$ cat config.mk
export PLATFORM = sky130hd
export DESIGN_NAME = spi_xfer_scheduler
export DESIGN_NICKNAME = d
export VERILOG_FILES = /design/src/rtl/spi_xfer_scheduler.sv
export SDC_FILE = /design/constraint.sdc
export NUM_CORES = 1
export LEC_CHECK = 0
export BUFFER_PORTS_ARGS = -buffer_cell sky130_fd_sc_hd__buf_4
export CAP_MARGIN = 10
export CORE_AREA = 2 2 60 62
export DETAILED_ROUTE_END_ITERATION = 6
export DIE_AREA = 0 0 62 64
export PLACE_DENSITY = 0.81
export REMOVE_ABC_BUFFERS = 1
export SLEW_MARGIN = 25
export SYNTH_ARGS = -nofsm -noshare
export SYNTH_HDL_FRONTEND = slang
export SYNTH_SLANG_ARGS = --single-unit
$ cat constraint.sdc
create_clock -name I_CLK -period 3.9 [get_ports I_CLK]
set_input_delay 0.39 -clock I_CLK [delete_from_list [all_inputs] [get_ports I_CLK]]
set_output_delay 0.39 -clock I_CLK [all_outputs]
set_load 0.01 [all_outputs]
$ cat src/rtl/spi_xfer_scheduler.sv
// Two-client byte-transfer scheduler for the SPI master register port.
// Each granted request runs TX write, STATUS polling, RX read, then a one-cycle response.
module spi_xfer_scheduler #(
   parameter int unsigned DW          = 8,
   parameter logic [2:0]  ADDR_TX     = 3'd1,
   parameter logic [2:0]  ADDR_RX     = 3'd0,
   parameter logic [2:0]  ADDR_STATUS = 3'd2,
   parameter int unsigned DONE_BIT    = 0,
   parameter int unsigned POLL_MAX    = 64
) (
   input  logic          I_CLK,
   input  logic          I_RESETN,
   input  logic          req0_valid,
   input  logic [DW-1:0] req0_data,
   output logic          req0_ready,
   output logic          rsp0_valid,
   output logic [DW-1:0] rsp0_data,
   output logic          rsp0_err,
   input  logic          req1_valid,
   input  logic [DW-1:0] req1_data,
   output logic          req1_ready,
   output logic          rsp1_valid,
   output logic [DW-1:0] rsp1_data,
   output logic          rsp1_err,
   output logic          O_TX_EN,
   output logic [2:0]    O_WADDR,
   output logic [DW-1:0] O_WDATA,
   output logic          O_RX_EN,
   output logic [2:0]    O_RADDR,
   input  logic [DW-1:0] I_RDATA,
   output logic          busy
);

   localparam int unsigned   PCW       = $clog2(POLL_MAX + 1);
   localparam logic [PCW-1:0] POLL_LAST = PCW'(POLL_MAX);

   typedef enum logic [2:0] {
      ST_IDLE,
      ST_WR,
      ST_POLL,
      ST_CHK,
      ST_RD,
      ST_CAP,
      ST_DONE
   } state_t;

   state_t          state;
   logic            last_grant;
   logic            grant_id;
   logic [PCW-1:0]  poll_cnt;
   logic            win0;
   logic            win1;
   logic            accept;

   // Handshake: a request transfers on any cycle where reqN_valid and reqN_ready
   // are both high; ready is only offered in IDLE, to the arbitration winner.
   always_comb begin
      win0       = req0_valid & (~req1_valid | last_grant);
      win1       = req1_valid & (~req0_valid | ~last_grant);
      req0_ready = (state == ST_IDLE) & ~I_RESETN & win0;
      req1_ready = (state == ST_IDLE) & ~I_RESETN & win1;
      accept     = req0_ready | req1_ready;
   end

   always_ff @(posedge I_CLK) begin
      if (I_RESETN) begin
         state      <= ST_IDLE;
         last_grant <= 1'b1;
         grant_id   <= 1'b0;
         poll_cnt   <= '0;
         busy       <= 1'b0;
         O_TX_EN    <= 1'b0;
         O_WADDR    <= '0;
         O_WDATA    <= '0;
         O_RX_EN    <= 1'b0;
         O_RADDR    <= '0;
         rsp0_valid <= 1'b0;
         rsp0_data  <= '0;
         rsp0_err   <= 1'b0;
         rsp1_valid <= 1'b0;
         rsp1_data  <= '0;
         rsp1_err   <= 1'b0;
      end else begin
         // Strobes and response fields default low so each lasts exactly one cycle.
         O_TX_EN    <= 1'b0;
         O_WADDR    <= '0;
         O_WDATA    <= '0;
         O_RX_EN    <= 1'b0;
         O_RADDR    <= '0;
         rsp0_valid <= 1'b0;
         rsp0_data  <= '0;
         rsp0_err   <= 1'b0;
         rsp1_valid <= 1'b0;
         rsp1_data  <= '0;
         rsp1_err   <= 1'b0;

         case (state)
            ST_IDLE: begin
               if (accept) begin
                  grant_id   <= req1_ready;
                  last_grant <= req1_ready;
                  O_TX_EN    <= 1'b1;
                  O_WADDR    <= ADDR_TX;
                  O_WDATA    <= req1_ready ? req1_data : req0_data;
                  busy       <= 1'b1;
                  state      <= ST_WR;
               end
            end

            ST_WR: begin
               poll_cnt <= '0;
               O_RX_EN  <= 1'b1;
               O_RADDR  <= ADDR_STATUS;
               state    <= ST_POLL;
            end

            ST_POLL: begin
               if (poll_cnt != POLL_LAST) begin
                  poll_cnt <= poll_cnt + 1'b1;
               end
               state <= ST_CHK;
            end

            ST_CHK: begin
               if (I_RDATA[DONE_BIT]) begin
                  O_RX_EN <= 1'b1;
                  O_RADDR <= ADDR_RX;
                  state   <= ST_RD;
               end else if (poll_cnt == POLL_LAST) begin
                  if (grant_id) begin
                     rsp1_valid <= 1'b1;
                     rsp1_err   <= 1'b1;
                  end else begin
                     rsp0_valid <= 1'b1;
                     rsp0_err   <= 1'b1;
                  end
                  state <= ST_DONE;
               end else begin
                  O_RX_EN <= 1'b1;
                  O_RADDR <= ADDR_STATUS;
                  state   <= ST_POLL;
               end
            end

            ST_RD: begin
               state <= ST_CAP;
            end

            ST_CAP: begin
               // I_RDATA carries the RX register one cycle after the RD strobe.
               if (grant_id) begin
                  rsp1_valid <= 1'b1;
                  rsp1_data  <= I_RDATA;
               end else begin
                  rsp0_valid <= 1'b1;
                  rsp0_data  <= I_RDATA;
               end
               state <= ST_DONE;
            end

            ST_DONE: begin
               busy  <= 1'b0;
               state <= ST_IDLE;
            end

            default: begin
               busy  <= 1'b0;
               state <= ST_IDLE;
            end
         endcase
      end
   end

endmodule

==> flow_summary.ini <==
[route]
drtAntennaViolNets = 0
viasPerCell = 4.82
drc = 0
drt_pass1_iterations = 4
wl_per_cell_um = 12.0
drt-initial-drc-count = 36
wirelength_um = 3290
vias = 1320

[critical_path]
end_kind = primary output
arrival_ns = 1.96
worstSetupStartpointType = flop
reg2reg_slack_ns = 2.11
crit_slowest_cell = and3_1
crit_required_ns = 3.51
critPathKind = flop to primary output
crit_chain = nor4_1, and3_1, buf_4
crit_buf_inv = 1
max_stage_delay_ns = 0.51
worstPathMaxFanout = 16
crit_family = simple AND/OR/NAND/NOR gates

[clock_network]
cts_tree = yes
h-tree-depth = 2
ctsLongestPathBuffers = 2
cts-root-buf = clkbuf_4
ctsHoldBuffers = 0
cts_sinks = 44
cts_resized = 0
clk-insertion-delay-late_ns = 0.35
cts_setup_buffers = 0
cts_buffers = 5
clk_pin_slew_ns = 0.12

[timing]
setup_viol = 0
tightest_slew_ns = 0.783
min_period_over_period_pct = 60.2
hold_viol_final = 0
rsz0062_at_grt = false
fin_tns_setup_ns = 0
max_freq_mhz = 426
finalClockSkew_ns = 0.00208
min_period_ns = 2.35
hold_slack_ns = 0.232
slew_violations = 0
slew-limit-headroom_pct = 47.4
setup_ws_ns = 1.55

[power_and_ir_drop]
ir_drop_mv = 0.247
p_leak_uw = 0.000974
power.density_nw_per_um2 = 404

[synth]
synthCells = 166
synth_async_sr_flop_share_pct = 0
synth_enable_flop_cells = 0
synth_area_um2 = 1620
ys_warn_count = 0
yosysTopAreaCellShare_pct = 54.5
synth_ff_type = dfxtp_1
synth_top_area_cell = dfxtp_1
synthTopCellsByArea = dfxtp_1, and2_1, nor2_1, buf_4, o22ai_1
synth.avg_cell_area_um2 = 9.74
ys_seq_area_share_pct = 54.5
ys_ff_latch = 44
ys_types = 35

[floorplan]
boundaryPins = 67
dieHeight_um = 64
initial_core_util_pct = 49.2
core_area_um2 = 3280
fp.dieArea_um2 = 3970
die_w_um = 62
fp-row-count = 21

[global_route]
antenna_found_initial = 0
grt_max_degree = 17
grt_usage_pct = 18.7
overflow = 0
grt_pass1_vias = 1246
grt_first_pass_wirelength_um = 5440

[cells_and_area]
multi_input_area_um2 = 656
fillerInstances = 286
areaGrowthSynthToFinish_pct = 33.7
seq_area_um2 = 881
layout-drive-gt1-share_pct = 32.5
layout.nets = 257
antenna_cells = 0
utilization_pct = 65.8
design_area_um2 = 2160

[worst_hold_path]
hp-class = input port to flop

[place]
dp_slack_ns = 1.96
place_area_um2 = 2080
hpwl_um = 2370
port_buffers = 62
gp_congestion = 0.848

[status]
status = completed

[run]
max_cap_violations = 0
worst paths after layout:
kind / from / endpoint / cells past startpoint
setup / recovery: state[1]$_SDFFE_PP0P_ / req1_ready / 3
hold / removal: I_RDATA[4] / rsp0_data[4]$_SDFF_PP0_ / 2
setup reg to reg: state[1]$_SDFFE_PP0P_ / O_WDATA[6]$_SDFF_PP0_ / 4
hold reg to reg: busy$_SDFFE_PP0P_ / busy$_SDFFE_PP0P_ / 1
layout make-up:
| cell class | instances | area share (%) |
|---|---|---|
| Timing Repair Buffer | 62 | 21.5 |
| Inverter | 6 | 1.04 |
| Tap cell | 46 | 2.66 |
| Clock inverter | 3 | 1.97 |
| Multi-Input combinational cell | 108 | 30.3 |
| Clock buffer | 5 | 1.74 |
| Sequential cell | 44 | 40.7 |
per-layer routing:
layer	vias to the layer above	wire [um]	global-route usage, %
met2	49	1560	29.0
met3	4	286	8.70
li1	674	-	-
met1	593	1380	20.9
met5	-	0	0
met4	0	61	9.31
placed cells by master, fill, tap and decap left out, types with 4 or more instances in the layout:
master and instances:
a21oi_1 4, and2_1 17, and3_1 5, buf_4 62, clkbuf_4 5, conb_1 4
dfxtp_1 44, inv_1 6, nand2_1 4, nor2_1 21, nor3_1 6, o21ai_0 5
o22ai_1 7
cells in the mapped netlist, types with 2 or more instances:
| cell | count |
|---|---|
| nor3_1 | 6 |
| o21ai_1 | 2 |
| and3_1 | 5 |
| nand2b_1 | 2 |
| or2_1 | 2 |
| nor3b_1 | 2 |
| dfxtp_1 | 44 |
| nor2_1 | 21 |
| nor4_1 | 2 |
| xnor2_1 | 3 |
| buf_2 | 4 |
| nand2_1 | 4 |
| a21oi_1 | 4 |
| ha_1 | 2 |
| a31oi_1 | 2 |
| o21ai_0 | 5 |
| buf_4 | 6 |
| nand4_1 | 3 |
| nand3b_1 | 3 |
| o21a_1 | 2 |
| inv_1 | 6 |
| o22ai_1 | 7 |
| and2_1 | 17 |
through the flow:
stage	instances	total power [uW]
after detailed placement	266	605
after global routing	274	921
after CTS	274	880
final	274	874
after global placement	266	603
after floorplan	158	547
worst register-to-register path: stages (launching register included):
cell     delay (ns)
dfxtp_1        0.47
nor4_1         0.43
and3_1         0.51
mux2i_1        0.23
nor2_1         0.05
power by group:
group / total, uW / internal (uW) / switching [uW] / leakage (uW)
sequential: 486 / 468 / 17.9 / 0.000357
combinational: 111 / 56.6 / 53.9 / 0.000576
clock: 278 / 134 / 144 / 0.0000412
total: 874 / 658 / 216 / 0.000974
state kept, by name (all words and copies together) (netlist names):
name,count
poll_cnt,7
O_RADDR,1
O_RX_EN,1
grant_id,1
last_grant,1
busy,1
rsp0_err,1
rsp1_data,8
rsp0_valid,1
O_WADDR,1
rsp1_valid,1
rsp1_err,1
O_WDATA,8
state,3
rsp0_data,8
kinds of logic (layout without fill, tap and decap cells):
group	count (synthesis)	in the layout	share of synthesized area (%)
AO/OA/AOI/OAI	23	23	8.28
XOR/XNOR	4	4	2.17
adder cells (fa/ha/maj)	2	2	1.55
buffers and inverters	17	76	5.65
flip-flops	44	44	54.5
multiplexers	2	2	1.32
other	1	4	0.232
AND/OR/NAND/NOR	73	73	26.3
(Power assumes the default switching activity.)
